File: src/rtl/hex_display_mm.sv
// Avalon-MM seven-segment driver with double-buffered value, per-digit enable and leading-zero blanking.
// Optional blink logic is built only when HEX_BLINK_EN is defined.
module hex_display_mm #(
  parameter int NUM_DIGITS = 6,
  parameter int BLINK_DIV  = 25_000_000,
  parameter int ACTIVE_LOW = 1
) (
  input  logic                      clk,
  input  logic                      reset,
  input  logic [2:0]                avs_address,
  input  logic                      avs_read,
  input  logic                      avs_write,
  input  logic [31:0]               avs_writedata,
  output logic [31:0]               avs_readdata,
  output logic                      avs_readdatavalid,
  output logic                      avs_waitrequest,
  output logic [7*NUM_DIGITS-1:0]   hex_out
);

  localparam int W = 4 * NUM_DIGITS;
  localparam logic [7*NUM_DIGITS-1:0] HEX_OFF = (ACTIVE_LOW != 0) ? {(7*NUM_DIGITS){1'b1}} : '0;

  // Handshake: waitrequest is always low, so an access is accepted in the cycle it is
  // presented; a read returns readdata with readdatavalid high on exactly the next cycle.
  assign avs_waitrequest = 1'b0;

  logic [W-1:0]          shadow;
  logic [W-1:0]          active;
  logic [NUM_DIGITS-1:0] enable;
  logic                  lzb;
  logic [15:0]           commit_cnt;
  logic [NUM_DIGITS-1:0] blink_off;
  logic [NUM_DIGITS-1:0] blink_rd;
  logic [31:0]           rd_next;
  logic [7*NUM_DIGITS-1:0] hex_next;
  logic [NUM_DIGITS:0]   upper_zero;
  logic                  unused_ok;

  assign unused_ok = ^avs_writedata;

  wire wr_blink = avs_write && (avs_address == 3'd4);

`ifdef HEX_BLINK_EN
  localparam int PW = (BLINK_DIV > 2) ? $clog2(BLINK_DIV) : 1;
  logic [PW-1:0]         prescaler;
  logic                  phase_off;
  logic [NUM_DIGITS-1:0] blink_mask;

  always_ff @(posedge clk or posedge reset) begin
    if (reset) begin
      prescaler  <= '0;
      phase_off  <= 1'b0;
      blink_mask <= '0;
    end else if (wr_blink) begin
      // Rewriting the mask restarts the blink so the new pattern begins in the ON phase.
      prescaler  <= '0;
      phase_off  <= 1'b0;
      blink_mask <= avs_writedata[NUM_DIGITS-1:0];
    end else if (prescaler == PW'(BLINK_DIV - 1)) begin
      prescaler <= '0;
      phase_off <= ~phase_off;
    end else begin
      prescaler <= prescaler + PW'(1);
    end
  end

  assign blink_off = phase_off ? blink_mask : '0;
  assign blink_rd  = blink_mask;
`else
  assign blink_off = '0;
  assign blink_rd  = '0;
`endif

  function automatic logic [6:0] glyph(input logic [3:0] n);
    case (n)
      4'h0: glyph = 7'h3F; 4'h1: glyph = 7'h06; 4'h2: glyph = 7'h5B; 4'h3: glyph = 7'h4F;
      4'h4: glyph = 7'h66; 4'h5: glyph = 7'h6D; 4'h6: glyph = 7'h7D; 4'h7: glyph = 7'h07;
      4'h8: glyph = 7'h7F; 4'h9: glyph = 7'h6F; 4'hA: glyph = 7'h77; 4'hB: glyph = 7'h7C;
      4'hC: glyph = 7'h39; 4'hD: glyph = 7'h5E; 4'hE: glyph = 7'h79; default: glyph = 7'h71;
    endcase
  endfunction

  always_comb begin
    rd_next = '0;
    case (avs_address)
      3'd0: rd_next[W-1:0] = shadow;
      3'd1: rd_next[W-1:0] = active;
      3'd2: rd_next[NUM_DIGITS-1:0] = enable;
      3'd3: rd_next[15:0] = commit_cnt;
      3'd4: rd_next[NUM_DIGITS-1:0] = blink_rd;
      3'd5: rd_next[0] = lzb;
      default: rd_next = '0;
    endcase
  end

  // upper_zero[d] is set when digits d..N-1 of the active value are all zero.
  always_comb begin
    logic [6:0] seg;
    hex_next = '0;
    upper_zero = '0;
    upper_zero[NUM_DIGITS] = 1'b1;
    for (int d = NUM_DIGITS - 1; d >= 0; d--) begin
      upper_zero[d] = upper_zero[d+1] && (active[4*d +: 4] == 4'h0);
    end
    for (int d = 0; d < NUM_DIGITS; d++) begin
      seg = glyph(active[4*d +: 4]);
      if (!enable[d] || (lzb && (d != 0) && upper_zero[d]) || blink_off[d]) seg = 7'h00;
      hex_next[7*d +: 7] = (ACTIVE_LOW != 0) ? ~seg : seg;
    end
  end

  always_ff @(posedge clk or posedge reset) begin
    if (reset) begin
      shadow            <= '0;
      active            <= '0;
      enable            <= '0;
      lzb               <= 1'b0;
      commit_cnt        <= '0;
      avs_readdata      <= '0;
      avs_readdatavalid <= 1'b0;
      hex_out           <= HEX_OFF;
    end else begin
      avs_readdatavalid <= avs_read;
      if (avs_read) avs_readdata <= rd_next;
      hex_out <= hex_next;
      if (avs_write) begin
        case (avs_address)
          3'd0: shadow <= avs_writedata[W-1:0];
          3'd2: enable <= avs_writedata[NUM_DIGITS-1:0];
          3'd3: begin
            active     <= shadow;
            commit_cnt <= commit_cnt + 16'd1;
          end
          3'd5: lzb <= avs_writedata[0];
          default: ;
        endcase
      end
    end
  end

endmodule

File: config.mk
export PLATFORM = sky130hd
export DESIGN_NAME = hex_display_mm
export DESIGN_NICKNAME = d
export VERILOG_FILES = /design/src/rtl/hex_display_mm.sv
export SDC_FILE = /design/constraint.sdc
export NUM_CORES = 1
export LEC_CHECK = 0
export ABC_AREA = 1
export CORE_UTILIZATION = 43
export DETAILED_ROUTE_END_ITERATION = 10
export PLACE_DENSITY = 0.67
export SLEW_MARGIN = 20
export SYNTH_ARGS = -nofsm -noshare
export SYNTH_HDL_FRONTEND = slang
export SYNTH_SLANG_ARGS = --single-unit
File: constraint.sdc
create_clock -name clk -period 9.3 [get_ports clk]
set_input_delay 0.93 -clock clk [delete_from_list [all_inputs] [get_ports clk]]
set_output_delay 0.93 -clock clk [all_outputs]
set_load 0.02 [all_outputs]
==> impl_metrics.toml, run 1 <==
[detailed_routing]
drtIter0Drc = 528
ant_nets = 0
num_vias = 5633
wire_per_inst_um = 13.9
viasPerCell = 4.99
drc = 0
drt_pass1_iterations = 5
wl_um = 15700

[yosys]
ys_types = 36
synth_flop_cell = "dfrtp_1"
synthArstFlopShare_pct = 100
synthTopCellsByArea = "dfrtp_1 (35%), dfstp_2 (16%), nand2_1 (13%)"
synth_top_area_share_pct = 35.1
syn_area_mm2 = 0.00685
yosysMostFrequentCell = "nand2_1"
yosys.area.top_type = "dfrtp_1"
synthTopCellsByCount = "nand2_1 (237), dfrtp_1 (96), o21ai_0 (81)"
ys_warn_count = 0
yosysSeqAreaShare_pct = 51.2
syn-mean-instance-area_um2 = 8.36
postSynthCellCount = 819
ys_seq_elements = 138
synth_edf_count = 0

[floorplanning]
fp.dieW_um = 128
ios = 115
core_area_mm2 = 0.0154
die_area_mm2 = 0.0164
die_h_um = 128
rows = 45
initial_core_util_pct = 44.6

[critical_path]
crit_type = "in -> reg"
r2r_start = "active[12]$_DFFE_PP0P_"
cp.required_ns = 9.64
cp-end-kind = "flip-flop"
crit_path_start_kind = "input pin"
crit_arrival_ns = 3.65
crit_fanout = 33
setup.worst_path.start = "avs_address[2]"

[place]
gp_congestion = 0.870
placed_cell_area_mm2 = 0.00794
dpl.hpwl_um = 11000
port_buffers = 97

[timing]
tns_ns = 0
tightest_slew_ns = 0.860
drv_slew = 0
whs_ns = 0.476
final.min_clock_period_ns = 3.31
finalClockSkew_ns = 0.00970
rsz0062_at_grt = "no"
hold_violations = 0
maxSlewHeadroom_pct = 42.6
fin_crit_sh_pct = 35.6
fmax_mhz = 302
setup_viol = 0

[clock_tree]
cts_tree = "yes"
ctsHoldBuffers = 0
cts_num_sinks = 138
clk_path_buf_depth = 2
htree_levels = 4
post-cts-setup-buffers = 0
post_cts_resize_count = 0
numCtsBuffers = 17
path_clk_slew_ns = 0.05
worstSkewPairLatency_ns = 0.42
cts_root_buf = "clkbuf_16"

[grt]
grt_first_pass_wirelength_um = 26100
grt_max_degree = 80
grt_pass1_vias = 5138
grtUsageTotal_pct = 20.7
grt-ovfl-total = 0
antenna_found_initial = 0

[worst_hold_path]
min_path_type = "reg -> reg"
hold_start = "avs_readdata[13]$_DFFE_PP0P_"

[run]
maxCapViolations = 0

[pwr]
vdd_drop_max_mv = 0.142
power.leakage_nw = 3.93
cellPowerDensity_mw_per_mm2 = 252

[finish]
fin_area_mm2 = 0.00861
antennaDiodeCount = 0
drive_above_1_share_pct = 9.69
final_nets = 975
nFillCells = 1376
areaGrowthSynthToFinish_pct = 25.7

[run_status]
status = "finished, final reports clean"
critical path, cell delays in order:
cell and delay [ns]:
clkdlybuf4s50_1 0.92, nor2_1 0.11, nand2_1 0.33, inv_2 0.23, nand2_1 0.45, buf_4 0.41
nor2_1 0.08, a21oi_1 0.15
logic make-up after synthesis:
| family | after synthesis | share of synthesized area, % |
|---|---|---|
| xor gates and xnor gates | 9 | 1.15 |
| adders and majority gates | 31 | 5.66 |
| AOI/OAI and AO/OA | 147 | 11.9 |
| buffers and inverters | 121 | 7.45 |
| other | 1 | 0.0548 |
| and+or+nand+nor | 372 | 22.6 |
| DFF | 138 | 51.2 |
where the power goes:
group,internal (mW),switching [mW],total (mW)
clock network,0.507,0.254,0.761
logic,0.231,0.320,0.551
registers,0.751,0.105,0.856
total,1.49,0.679,2.17
final timing paths:
kind / slack, ns / cells after the start / to
setup reg to reg: 7.48 / 6 / hex_out[11]$_DFF_PP1_
max in group asynchronous: 7.06 / 3 / avs_readdata[12]$_DFFE_PP0P_
hold reg to reg: 0.48 / 2 / avs_readdata[13]$_DFFE_PP0P_
min in group asynchronous: 0.99 / 2 / avs_readdata[22]$_DFFE_PP0P_
hold / removal: 0.48 / 2 / avs_readdata[13]$_DFFE_PP0P_
setup / recovery: 5.99 / 8 / shadow[13]$_DFFE_PP0P_
placed cells by master, fill, tap and decap left out, types with 8 or more instances in the layout:
| cell type | count |
|---|---|
| a21oi_1 | 30 |
| o21ai_0 | 81 |
| clkdlybuf4s50_1 | 97 |
| conb_1 | 9 |
| nand2_1 | 237 |
| o211ai_1 | 13 |
| ha_1 | 31 |
| nor3_1 | 11 |
| dfrtp_1 | 96 |
| nor2_1 | 56 |
| clkbuf_16 | 17 |
| inv_1 | 72 |
| dfstp_2 | 42 |
| a31oi_1 | 8 |
| nand3_1 | 40 |
| nand4_1 | 17 |
layout make-up:
class	instances	area, µm²	share of cell area, %
Tap cell	211	264	3.07
Inverter	78	298	3.46
Multi-Input combinational cell	568	2870	33.3
Clock buffer	19	443	5.14
Sequential cell	138	3510	40.7
Clock inverter	13	223	2.59
Timing Repair Buffer	102	1010	11.7
per-stage QoR:
stage | setup WS, ns | instances | total power [mW] | util [%]
finish | 5.99 | 1129 | 2.17 | 56.0
detailed placement | 5.57 | 1097 | 1.42 | 51.7
global placement | 5.64 | 1097 | 1.41 | 51.7
global route | 5.65 | 1129 | 2.30 | 56.0
floorplan | 4.74 | 827 | 1.20 | -
CTS | 6.00 | 1129 | 2.18 | 56.0
routing by layer:
layer	GRT usage [%]	vias up	wire (µm)
met5	0	-	0
met4	8.79	0	333
met3	4.22	26	569
met2	31.2	138	7150
met1	29.0	2644	7620
li1	-	2825	-
registers in the layout, summed over array words and instances (netlist names):
name / flops
active: 24
avs_readdata: 24
shadow: 24
enable: 6
commit_cnt: 16
avs_readdatavalid: 1
hex_out: 42
lzb: 1
Note: power is estimated with default switching activity, not from simulation.
==> run 2, diff against run 1 <==
--- a/config.mk
+++ b/config.mk
@@ -8,7 +8,7 @@
 export ABC_AREA = 1
 export CORE_UTILIZATION = 43
 export DETAILED_ROUTE_END_ITERATION = 10
-export PLACE_DENSITY = 0.67
+export PLACE_DENSITY = 0.69
 export SLEW_MARGIN = 20
 export SYNTH_ARGS = -nofsm -noshare
 export SYNTH_HDL_FRONTEND = slang
==> constraint.sdc (replaced) <==
create_clock -name clk -period 2.7 [get_ports clk]
set_input_delay 0.27 -clock clk [delete_from_list [all_inputs] [get_ports clk]]
set_output_delay 0.27 -clock clk [all_outputs]
set_load 0.02 [all_outputs]
==> run 2 against run 1 <==
Global-route usage shrank 0.11 points. Sequential share of layout area is essentially flat. Count of clock-buffer cells in the layout up 5. Sequential cell count is the same. Critical path type is now reg -> out. Sequential power grew to 3.4 times the previous value. Combinational power grew to 3.5 times the previous value. Cell area increased by 0.12%. Worst setup slack got worse by 5.1 ns. Clock power grew to 3.0 times the previous value.
==> impl_metrics.toml, run 2 (synthesis gave the netlist of run 1 again) <==
[run_status]
status = "finished, final reports clean"

[detailed_routing]
wire_per_inst_um = 13.8
viasPerCell = 4.99
num_vias = 5684
drt_pass1_iterations = 4
drtIter0Drc = 454
drc = 0
ant_nets = 0
wl_um = 15700

[finish]
drive_above_1_share_pct = 10.4
areaGrowthSynthToFinish_pct = 25.8
antennaDiodeCount = 0
most-common-layout-cells = "nand2_1 (237), clkdlybuf4s50_1 (97), dfrtp_1 (96), o21ai_0 (81), inv_1 (72)"
final_nets = 984
largest_register_ffs = 42
top_register = "hex_out"
final_core_util_pct = 56.1
mostFrequentLayoutCell = "nand2_1"
nFillCells = 1363

[grt]
grt_pass1_vias = 5241
grtUsageTotal_pct = 20.6
grt_max_degree = 61
grt-ovfl-total = 0
grt_first_pass_wirelength_um = 26200
antenna_found_initial = 0

[timing]
tns_ns = 0
hold_violations = 0
tightest_slew_ns = 0.640
rsz0062_at_grt = "no"
maxSlewHeadroom_pct = 57.2
setup_viol = 0
finalClockSkew_ns = 0.00903
fmax_mhz = 554
fin_crit_sh_pct = 66.9
final.min_clock_period_ns = 1.81
drv_slew = 0

[critical_path]
setup.worst_path.start = "hex_out[1]$_DFF_PP1_"
crit_buf_inv = 1
r2r_end = "hex_out[11]$_DFF_PP1_"
crit_path_start_kind = "flip-flop"
r2r_start = "active[13]$_DFFE_PP0P_"
crit_type = "reg -> out"
cp.required_ns = 2.43
crit_fanout = 1
crit_arrival_ns = 1.54
critPathSlowestCell = "clkdlybuf4s50_1"
critical-path-max-stage-delay_ns = 0.59
crit_family = "buffers and inverters"
cp-end-kind = "primary output"
path_cells = "clkdlybuf4s50_1"
r2r_slack_ns = 0.94
rr_worst_depth = 6
critical_path_cell_count = 1

[clock_tree]
numCtsBuffers = 17
cts_root_buf = "clkbuf_16"
post-cts-setup-buffers = 0
worstSkewPairLatency_ns = 0.42
cts_num_sinks = 138
htree_levels = 4
ctsHoldBuffers = 0
cts_tree = "yes"
path_clk_slew_ns = 0.06
post_cts_resize_count = 0
clk_path_buf_depth = 2

[floorplanning]
rows = 45
initial_core_util_pct = 44.6
ios = 115
die_area_mm2 = 0.0164
fp.dieW_um = 128
die_h_um = 128
core_area_mm2 = 0.0154

[pwr]
power.leakage_nw = 3.95
cellPowerDensity_mw_per_mm2 = 828
vdd_drop_max_mv = 0.503

[place]
gp_congestion = 0.840
dpl.hpwl_um = 11300
port_buffers = 97

[run]
maxCapViolations = 0

[worst_hold_path]
min_path_type = "in -> async"
==> run 2: layer usage <==
metal | wire length (µm) | global-route usage, % | part of all wire [%]
met1 | 7500 | 28.5 | 48
met2 | 7180 | 31.7 | 46
met3 | 652 | 3.96 | 4.2
met4 | 343 | 8.72 | 2.2
met5 | 0 | 0 | 0
==> run 2: metrics by stage <==
step	instance area [µm²]	worst slack [ns]	std cells	power, mW	hold slack, ns
2_1_floorplan	6880	0.743	827	4.15	0.301
3_3_place_gp	8040	0.622	1106	4.86	0.466
5_1_grt	8620	0.718	1138	7.57	0.179
6_report	8620	0.895	1138	7.14	0.161
3_5_place_dp	8040	0.581	1106	4.88	0.466
4_1_cts	8620	0.873	1138	7.19	0.155
==> run 2: power by group <==
group	internal [mW]	switching, mW
registers	2.59	0.362
clock network	1.45	0.835
logic	0.810	1.10
==> run 2: how the worst max path moves through the flow <==
stage | endpoint | slack [ns]
3_3_place_gp | shadow[13]$_DFFE_PP0P_ | 0.62
6_report | hex_out[1] | 0.89
5_1_grt | hex_out[11]$_DFF_PP1_ | 0.72
4_1_cts | hex_out[1] | 0.87
2_1_floorplan | active[0]$_DFFE_PP0P_ | 0.74
3_5_place_dp | shadow[20]$_DFFE_PP0P_ | 0.58
==> run 2: area by class of cell <==
cell class	instances	area (µm²)	share of cell area (%)
flip-flops and latches	138	3510	40.7
multi-input cells	568	2870	33.3
repair buffers	111	1100	12.8
clock buffers	24	492	5.70
inverters	78	297	3.44
well taps	211	264	3.06
clock inverters	8	92.6	1.07
==> run 3, diff against run 2 <==
==> constraint.sdc (replaced) <==
create_clock -name clk -period 1.5 [get_ports clk]
set_input_delay 0.15 -clock clk [delete_from_list [all_inputs] [get_ports clk]]
set_output_delay 0.15 -clock clk [all_outputs]
set_load 0.02 [all_outputs]
==> run 3 against run 2 <==
Total power rose by 85%. Non-clock buffer count rose by 55. Register-to-register slack got worse by 0.85 ns. Core utilization rose by 3.0 points. Worst hold slack got worse by 0.075 ns. Cell count rose by 4.8%. Sequential cell count did not move. Count of clock-buffer cells in the layout fell by 3. Via count rose by 3.3%. Wire length rose by 5.1%. Largest cell class unchanged.
==> impl_metrics.toml, run 3 (synthesis gave the netlist of run 1 again) <==
[critical_path]
crit_fanout = 1
crit_buf_inv = 1
crit_path_start_kind = "flip-flop"
rr_worst_depth = 9
critPathSlowestCell = "dfstp_2"
critical_path_cell_count = 1
path_cells = "dlygate4sd2_1"
cp.required_ns = 1.35
critical-path-max-stage-delay_ns = 0.52
crit_arrival_ns = 1.27
crit_type = "reg -> out"
cp-end-kind = "primary output"
crit_family = "flip-flops"

[grt]
grt_max_degree = 48
grtUsageTotal_pct = 22.0
grt_pass1_vias = 5504
grt-ovfl-total = 0
grt_first_pass_wirelength_um = 27600
antenna_found_initial = 0

[clock_tree]
cts_root_buf = "clkbuf_16"
cts_tree = "yes"
cts_num_sinks = 138
post-cts-setup-buffers = 0
path_clk_slew_ns = 0.06
worstSkewPairLatency_ns = 0.42
numCtsBuffers = 17
htree_levels = 4
clk_path_buf_depth = 2

[timing]
setup_viol = 0
fin_crit_sh_pct = 94.6
final.min_clock_period_ns = 1.42
tightest_slew_ns = 0.586
tns_ns = 0
drv_slew = 0
setup_slack_ns = 0.0817
hold_violations = 0
fmax_mhz = 705
maxSlewHeadroom_pct = 60.9
finalClockSkew_ns = 0.00556
whs_ns = 0.0862

[detailed_routing]
viasPerCell = 4.92
ant_nets = 0
drc = 0
num_vias = 5874
wl_um = 16500
wire_per_inst_um = 13.8
drtIter0Drc = 443
drt_pass1_iterations = 5

[place]
dpl.hpwl_um = 12100
post-place-ws_ns = -0.274
gp_congestion = 0.845
dp_cells = 1161
port_buffers = 97

[finish]
fin_cells = 1193
areaGrowthSynthToFinish_pct = 32.6
mostFrequentLayoutCell = "nand2_1"
final_nets = 1039
final_core_util_pct = 59.1
most-common-layout-cells = "nand2_1 (233), dfrtp_1 (96), o21ai_0 (81), inv_1 (70), dlygate4sd2_1 (67)"
antennaDiodeCount = 0
multiInputGateArea_mm2 = 0.00291
seqCellArea_mm2 = 0.00351
nFillCells = 1389
drive_above_1_share_pct = 16.8
top_register = "hex_out"
largest_register_ffs = 42

[worst_hold_path]
min_path_type = "in -> async"

[pwr]
power.leakage_nw = 4.30
vdd_drop_max_mv = 0.915
cellPowerDensity_mw_per_mm2 = 1460

[floorplanning]
die_area_mm2 = 0.0164
fp.dieW_um = 128
rows = 45
die_h_um = 128
core_area_mm2 = 0.0154
initial_core_util_pct = 44.6
ios = 115

[run_status]
status = "finished, final reports clean"

[run]
maxCapViolations = 0
[run 3: repair_timing]
action                                  4_1_cts  5_1_grt
pin swaps                                     0        1
resized for setup                            69       14
hold buffers                                  0        0
endpoints found under the setup margin       84       35
[run 3: area by class of cell]
cell class,instances,area share [%]
multi-input cells,568,32.1
inverters,78,3.31
clock buffers,21,5.07
flip-flops and latches,138,38.6
well taps,211,2.91
repair buffers,166,16.4
clock inverters,11,1.58
[run 3: worst paths after layout]
| path | from | to | slack [ns] |
|---|---|---|---|
| min in group clk | avs_writedata[2] | shadow[2]$_DFFE_PP0P_ | 0.32 |
| max in group asynchronous | reset | hex_out[21]$_DFF_PP1_ | 0.87 |
| setup / recovery | hex_out[1]$_DFF_PP1_ | hex_out[1] | 0.08 |
| hold reg to reg | avs_readdata[13]$_DFFE_PP0P_ | avs_readdata[13]$_DFFE_PP0P_ | 0.47 |
| hold / removal | reset | avs_readdata[19]$_DFFE_PP0P_ | 0.09 |
| setup reg to reg | active[20]$_DFFE_PP0P_ | hex_out[10]$_DFF_PP1_ | 0.09 |
[run 3: metrics by stage]
step	cell area (µm²)	power [mW]
2_1_floorplan	6880	7.47
3_3_place_gp	8510	9.19
3_5_place_dp	8510	9.24
4_1_cts	9040	13.3
5_1_grt	9080	14.1
6_report	9080	13.2
[run 3: per-layer routing]
layer  vias up  wire length (µm)  global-route usage [%]
met5         -                 0                       0
met4         0               308                    8.51
met3        24               857                    4.26
met2       159              7830                    34.9
met1      2734              7480                    29.7
li1       2957                 -                       -
[run 3: where the power goes]
part | switching, mW | leakage (nW) | internal, mW | total [mW]
clock network | 1.58 | 0.285 | 2.69 | 4.28
logic | 2.31 | 2.39 | 1.56 | 3.86
registers | 0.449 | 1.62 | 4.65 | 5.10
total | 4.34 | 4.30 | 8.90 | 13.2
